**src/rtl/sweep_scheduler.sv**
```systemverilog
// Paces the sandpile simulation: speed-dependent wait, then a raster sweep of the N x N grid.
// Optional generation counter is enabled by defining SWEEP_GEN_COUNT_EN.
module sweep_scheduler #(
  parameter int RES_W    = 9,
  parameter int SPEED_W  = 12,
  parameter int PRESCALE = 1000,
  parameter int GEN_W    = 16
) (
  input  logic               clk,
  input  logic               rst,
  input  logic               game_active_i,
  input  logic [RES_W-1:0]   resolution_i,
  input  logic [SPEED_W-1:0] speed_i,
  output logic               cell_valid_o,
  input  logic               cell_ready_i,
  output logic [RES_W-1:0]   cell_x_o,
  output logic [RES_W-1:0]   cell_y_o,
  output logic               cell_last_o,
  output logic [GEN_W-1:0]   generation_o,
  output logic               busy_o
);

  localparam int PRE_W = (PRESCALE > 1) ? $clog2(PRESCALE) : 1;
  localparam logic [PRE_W-1:0] PRE_LOAD = PRE_W'(PRESCALE - 1);

  typedef enum logic [1:0] {ST_IDLE, ST_WAIT, ST_SWEEP} state_t;

  state_t             state_reg, state_next;
  logic [PRE_W-1:0]   pre_cnt_reg;
  logic [SPEED_W-1:0] ivl_cnt_reg;
  logic [RES_W-1:0]   res_q_reg;
  logic [RES_W-1:0]   x_reg, y_reg;
  logic [RES_W-1:0]   res_last;
  logic               x_at_end, at_last, xfer, last_xfer, pre_tick;

  assign res_last  = res_q_reg - RES_W'(1);
  assign x_at_end  = (x_reg == res_last);
  assign at_last   = x_at_end && (y_reg == res_last);
  assign pre_tick  = (pre_cnt_reg == '0);
  assign xfer      = (state_reg == ST_SWEEP) && cell_ready_i;
  assign last_xfer = xfer && at_last;

  assign cell_valid_o = (state_reg == ST_SWEEP);
  assign cell_last_o  = (state_reg == ST_SWEEP) && at_last;
  assign cell_x_o     = x_reg;
  assign cell_y_o     = y_reg;
  assign busy_o       = (state_reg != ST_IDLE);

  always_comb begin
    state_next = state_reg;
    case (state_reg)
      ST_IDLE:  if (game_active_i) state_next = ST_WAIT;
      // Losing the run enable aborts the countdown before it can start a sweep.
      ST_WAIT: begin
        if (!game_active_i)                        state_next = ST_IDLE;
        else if (pre_tick && ivl_cnt_reg == '0)    state_next = ST_SWEEP;
      end
      ST_SWEEP: if (last_xfer) state_next = game_active_i ? ST_WAIT : ST_IDLE;
      default:  state_next = ST_IDLE;
    endcase
  end

  always_ff @(posedge clk) begin
    if (rst) begin
      state_reg   <= ST_IDLE;
      pre_cnt_reg <= '0;
      ivl_cnt_reg <= '0;
      res_q_reg   <= RES_W'(1);
      x_reg       <= '0;
      y_reg       <= '0;
    end else begin
      state_reg <= state_next;

      if (state_next == ST_WAIT && state_reg != ST_WAIT) begin
        pre_cnt_reg <= PRE_LOAD;
        ivl_cnt_reg <= speed_i;
      end else if (state_reg == ST_WAIT) begin
        if (pre_tick) begin
          pre_cnt_reg <= PRE_LOAD;
          if (ivl_cnt_reg != '0) ivl_cnt_reg <= ivl_cnt_reg - SPEED_W'(1);
        end else begin
          pre_cnt_reg <= pre_cnt_reg - PRE_W'(1);
        end
      end

      // Coordinates return to 0 after the final cell so idle/wait outputs read as zero.
      if (state_reg == ST_WAIT && state_next == ST_SWEEP) begin
        res_q_reg <= (resolution_i == '0) ? RES_W'(1) : resolution_i;
        x_reg     <= '0;
        y_reg     <= '0;
      end else if (xfer) begin
        if (at_last) begin
          x_reg <= '0;
          y_reg <= '0;
        end else if (x_at_end) begin
          x_reg <= '0;
          y_reg <= y_reg + RES_W'(1);
        end else begin
          x_reg <= x_reg + RES_W'(1);
        end
      end
    end
  end

`ifdef SWEEP_GEN_COUNT_EN
  logic [GEN_W-1:0] gen_cnt_reg;

  always_ff @(posedge clk) begin
    if (rst)            gen_cnt_reg <= '0;
    else if (last_xfer) gen_cnt_reg <= gen_cnt_reg + GEN_W'(1);
  end

  assign generation_o = gen_cnt_reg;
`else
  assign generation_o = '0;
`endif

endmodule

```
**config.mk**
```make
export PLATFORM = sky130hd
export DESIGN_NAME = sweep_scheduler
export DESIGN_NICKNAME = d
export VERILOG_FILES = /design/src/rtl/sweep_scheduler.sv
export SDC_FILE = /design/constraint.sdc
export NUM_CORES = 1
export LEC_CHECK = 0
export ABC_CLOCK_PERIOD_IN_PS = 8100
export CORE_MARGIN = 2
export CORE_UTILIZATION = 45
export DETAILED_ROUTE_END_ITERATION = 8
export PLACE_DENSITY_LB_ADDON = 0.2
export SLEW_MARGIN = 20
export SYNTH_ARGS = -nofsm -noshare
export SYNTH_HDL_FRONTEND = slang
export SYNTH_SLANG_ARGS = --single-unit
```
**constraint.sdc**
```tcl
create_clock -name clk -period 8.1 [get_ports clk]
set_input_delay 0.81 -clock clk [delete_from_list [all_inputs] [get_ports clk]]
set_output_delay 0.81 -clock clk [all_outputs]
set_load 0.01 [all_outputs]
```
# Word level (Yosys, flattened, before mapping)
# Index checks and enable logic that the tools add are counted.
# word_totals
input_bits,25
rom_bits,0
regBits,51
memories,0
wordCells,58
ramBits,0
latchBits,0
out_inout_bits,37
# classes
bitwise,0
n_addsub,5
mul,0
muxes,18
n_reduce_logical,21
div_mod_pow,0
magnitude_cmp,0
eq_ne,7
n_shift,0
# ops
operator,count
$mux 12,4
$mux 9,5
$mux 10,3
$add 9x1->9 const B,2
$eq 9x9->1,2
$logic_not 12->1,1
$reduce_bool 12->1,1
$sub 12x1->12 const B,1
$logic_not 10->1,1
$reduce_bool 2->1,5
$sub 10x1->10 const B,1
$logic_not 9->1,1
$sub 9x1->9 const B,1
$mux 2,4
$logic_and 1x1->1,7
$pmux 2 s3,1
$eq 2x1->1 const B,2
$eq 2x2->1 const B,2
$reduce_or 2->1,2
$reduce_and 3->1,1
$logic_not 2->1,1
$ne 2x1->1 const B,1
$reduce_and 2->1,1
$mux 1,1

# Longest topological paths before layout
# depth
ltp_word,10
depth_mapped,12
mapped_depth_nobuf,9

# Worst setup path after synthesis
# No wires, ideal clock.
# synth_path
path_kind,reg-to-output
startpoint,register res_q_reg[0]
endpoint,output cell_last_o
arrival_time_ns,2.655
stages_incl_launch_ff,10
t_required_ns,7.290
setup_slack_ns,4.635
n_path_buf,2
cell_sequence,dfxtp_1 -> buf_2 -> inv_1 -> ha_1 -> buf_4 -> nor3b_4 -> nor3b_1 -> or4b_1 -> or4_4 -> nor4_1
# synth_between
elab_chain_cells,4
elab_cells_between_ends,5
classes_between,add/sub (1); eq/ne (2); reduce/logical (2)
# synth_rtl
element,line_no,source
start: declaration,31,logic [RES_W-1:0] res_q_reg;
start signal: assignment,88,res_q_reg <= (resolution_i == '0) ? RES_W'(1) : resolution_i;
$sub 9x1->9 *,36,assign res_last = res_q_reg - RES_W'(1);
$eq 9x9->1 (on tied branches),"37, 38",
$logic_and 1x1->1 *,38,assign at_last = x_at_end && (y_reg == res_last);
$logic_and 1x1->1 *,44,assign cell_last_o = (state_reg == ST_SWEEP) && at_last;
end: declaration,18,"output logic cell_last_o,"
# Mark *: on every way between the ends. The rest lies on a longest branch, timed or not.

# Worst setup path in the final report
# Same ends and word-level chain as after synthesis.

==> results.cfg <==
[power_and_ir_drop]
vdd_ir_drop_max_v = 0.0000566
p_total_w = 0.000499
p_leak_nw = 1.51
cellPowerDensity_nw_per_um2 = 128

[min_path]
worstHoldEndpoint = pre_cnt_reg[9]$_SDFFE_PP0P_
hold_depth = 2
hold_path.class = reg2reg
hp-start = pre_cnt_reg[9]$_SDFFE_PP0P_

[drt]
drc = 0
detail_route.wl_per_cell_um = 14.8
drt_iter0_drc = 242
ant_nets = 0
vias_per_cell = 5.54
vias = 3023
wl_um = 8080
firstDrtPassIters = 5

[finish]
syn_to_final_growth_pct = 14.2
design.final.nets = 476
n_antenna_cell = 0
final_cell_mix = dfxtp_1 (51), clkdlybuf4s50_1 (45), nor2_1 (43)
drive_gt1_share_pct = 4.47
largest_register_ff_count = 12
final_area_um2 = 3890
layout_commonest_cell = dfxtp_1

[synthesis]
yosys_warnings = 0
synth_area_um2 = 3410
synth-edff-count = 0
syn_area_per_cell_um2 = 8.12
synthFlopType = dfxtp_1
synth_cell_type_count = 56
ys_seq_elements = 51
syn-instance-count = 420
seq_area_frac_synth_pct = 29.9
postSynth.asyncResetShare_pct = 0

[setup_path]
crit_required_ps = 7290
cp.arrival_ps = 3690
rr_startpoint = res_q_reg[2]$_SDFFE_PP0P_
crit_buf_inv = 2
cp-start-kind = flop
crit_family = simple AND/OR/NAND/NOR gates
rrSetupSlack_ps = 4430
path_cells = inv_1 > ha_1 > nor3b_4 > nor3b_1 > or4b_1 > or4_4 > nor4_1 > clkdlybuf4s50_1
crit_slowest_cell = clkdlybuf4s50_1
cpPeakStageDelay_ps = 610
critPathKind = reg2out
rr_worst_depth = 7
worstReg2RegEnd = pre_cnt_reg[7]$_SDFFE_PP0P_
crit_path_end_kind = primary output
cp_max_fo = 8

[clock_tree]
clock_latency_ps = 310
numCtsBuffers = 5
cts_sinks = 51
cts_tree = yes
cts_max_level = 2
clkTransAtPathRegs_ps = 100
cts_buffer_depth = 2
ctsHoldBuffers = 0
cts_resized = 0
postCtsSetupBuffers = 0
cts_root_buf = clkbuf_8

[timing]
fin_crit_ps = 4500
rsz0062_at_grt = no
skew_ps = 9.69
fin_tns_setup_ps = 0
tightest_slew_ps = 974
fin_crit_sh_pct = 55.6
postLayoutSetupSlackWorst_ps = 3600
max_freq_mhz = 222
final-max-slew-violation-count = 0
hold_violations = 0
slew_headroom_pct = 34.5
setup_violations = 0

[floorplan]
io_pins = 62
start_util_pct = 46.8
core_region_area_um2 = 7290
dieArea_um2 = 8290
placementRows = 31
die_y_um = 91.0
die_w_um = 91.0

[grt]
grt_pass1_wl_um = 13300
grt_pass1_vias = 2738
grt_max_degree = 22
grt-ovfl-total = 0
grt_use_total_pct = 19.5
antenna_found_initial = 0

[placed_design]
place_ws_ps = 3940
dpl_cell_area_um2 = 3800
io_buffers = 45
hpwlAfterDp_um = 6190
gp_congestion = 0.955

[job]
maxCapViolCount = 0

[run_status]
status = finished, final reports clean
==> synthesized netlist by cell type (2+ instances only) <==
cell type / number / area share [%]
a22o_1: 2 / 0.51
xor2_1: 13 / 3.3
mux2i_1: 7 / 2.1
nand3_1: 29 / 4.3
buf_6: 2 / 0.66
a22oi_1: 2 / 0.44
clkbuf_1: 12 / 1.3
or4_1: 11 / 2.4
o211a_1: 11 / 3.2
xnor2_1: 30 / 7.7
nand4_1: 10 / 1.8
buf_2: 6 / 0.88
nand2b_1: 7 / 1.3
nor3b_1: 3 / 0.66
a211oi_1: 2 / 0.44
nand2_1: 21 / 2.3
buf_1: 3 / 0.33
nor2_1: 43 / 4.7
dfxtp_1: 51 / 30
inv_1: 15 / 1.7
xnor3_1: 2 / 1.3
or3_1: 5 / 0.92
nor3_1: 20 / 2.9
nand4b_1: 2 / 0.51
buf_4: 19 / 4.2
o21ai_0: 9 / 1.3
ha_1: 5 / 1.8
o31ai_1: 4 / 0.88
nor2b_1: 5 / 0.92
and3_1: 6 / 1.1
o31a_1: 2 / 0.51
o31a_2: 2 / 0.59
nor4_1: 12 / 2.2
o211ai_1: 4 / 0.88
a21oi_1: 22 / 3.2
==> cell type report <==
cell class | count | area, um2
fillers | 709 | 3400
multi-input cells | 327 | 2140
flip-flops and latches | 51 | 1020
repair buffers | 46 | 458
well taps | 99 | 124
clock buffers | 6 | 82.6
inverters | 15 | 56.3
clock inverters | 2 | 16.3
==> cells by family (layout without fill, tap and decap cells) <==
| kind of cell | Yosys count | in the layout | synth area share (%) |
|---|---|---|---|
| AO/OA/AOI/OAI | 66 | 66 | 13.4 |
| adder cells (fa/ha/maj) | 5 | 5 | 1.83 |
| other | 1 | 16 | 0.110 |
| AND/OR/NAND/NOR | 186 | 186 | 29.8 |
| multiplexers | 7 | 7 | 2.06 |
| XOR/XNOR | 47 | 47 | 13.8 |
| buffers and inverters | 57 | 69 | 9.03 |
| flip-flops | 51 | 51 | 29.9 |
==> through the flow <==
stage	util, %	cells	hold slack (ps)
6_report	53.4	546	481
5_1_grt	53.4	546	526
4_1_cts	53.4	546	481
3_5_place_dp	52.1	538	467
3_3_place_gp	52.1	538	462
2_1_floorplan	-	435	440
==> worst reg2reg max path, stage by stage (launching register included) <==
cell and delay, ps:
dfxtp_1 460, nor4_1 730, a21oi_1 200, and4bb_2 330, o2111ai_1 310, nor4_1 940, o21ai_0 340, o31ai_1 280
==> worst max path at each step <==
| stage | from | end | slack [ps] | depth (start not counted) |
|---|---|---|---|---|
| global route | res_q_reg[0]$_SDFFE_PP1P_ | cell_last_o | 3400 | 8 |
| floorplan | res_q_reg[0]$_SDFFE_PP1P_ | cell_last_o | 4630 | 9 |
| detailed placement | res_q_reg[0]$_SDFFE_PP1P_ | cell_last_o | 3940 | 8 |
| global placement | res_q_reg[0]$_SDFFE_PP1P_ | cell_last_o | 3990 | 8 |
| CTS | res_q_reg[0]$_SDFFE_PP1P_ | cell_last_o | 3590 | 8 |
| finish | res_q_reg[0]$_SDFFE_PP1P_ | cell_last_o | 3600 | 8 |
==> power by group <==
group	switching (W)	total [W]	internal, W
Sequential	0.0000108	0.000272	0.000261
Combinational	0.0000350	0.0000678	0.0000327
Clock	0.0000897	0.000160	0.0000700
Total	0.000136	0.000499	0.000364
==> metal layers <==
metal	share of wire (%)	up-vias	GRT usage, %
met4	1.4	0	3.91
met3	6.7	11	3.73
li1	-	1524	-
met2	43	90	29.6
met1	49	1398	28.7
met5	0	-	0
(Power assumes the default switching activity.)
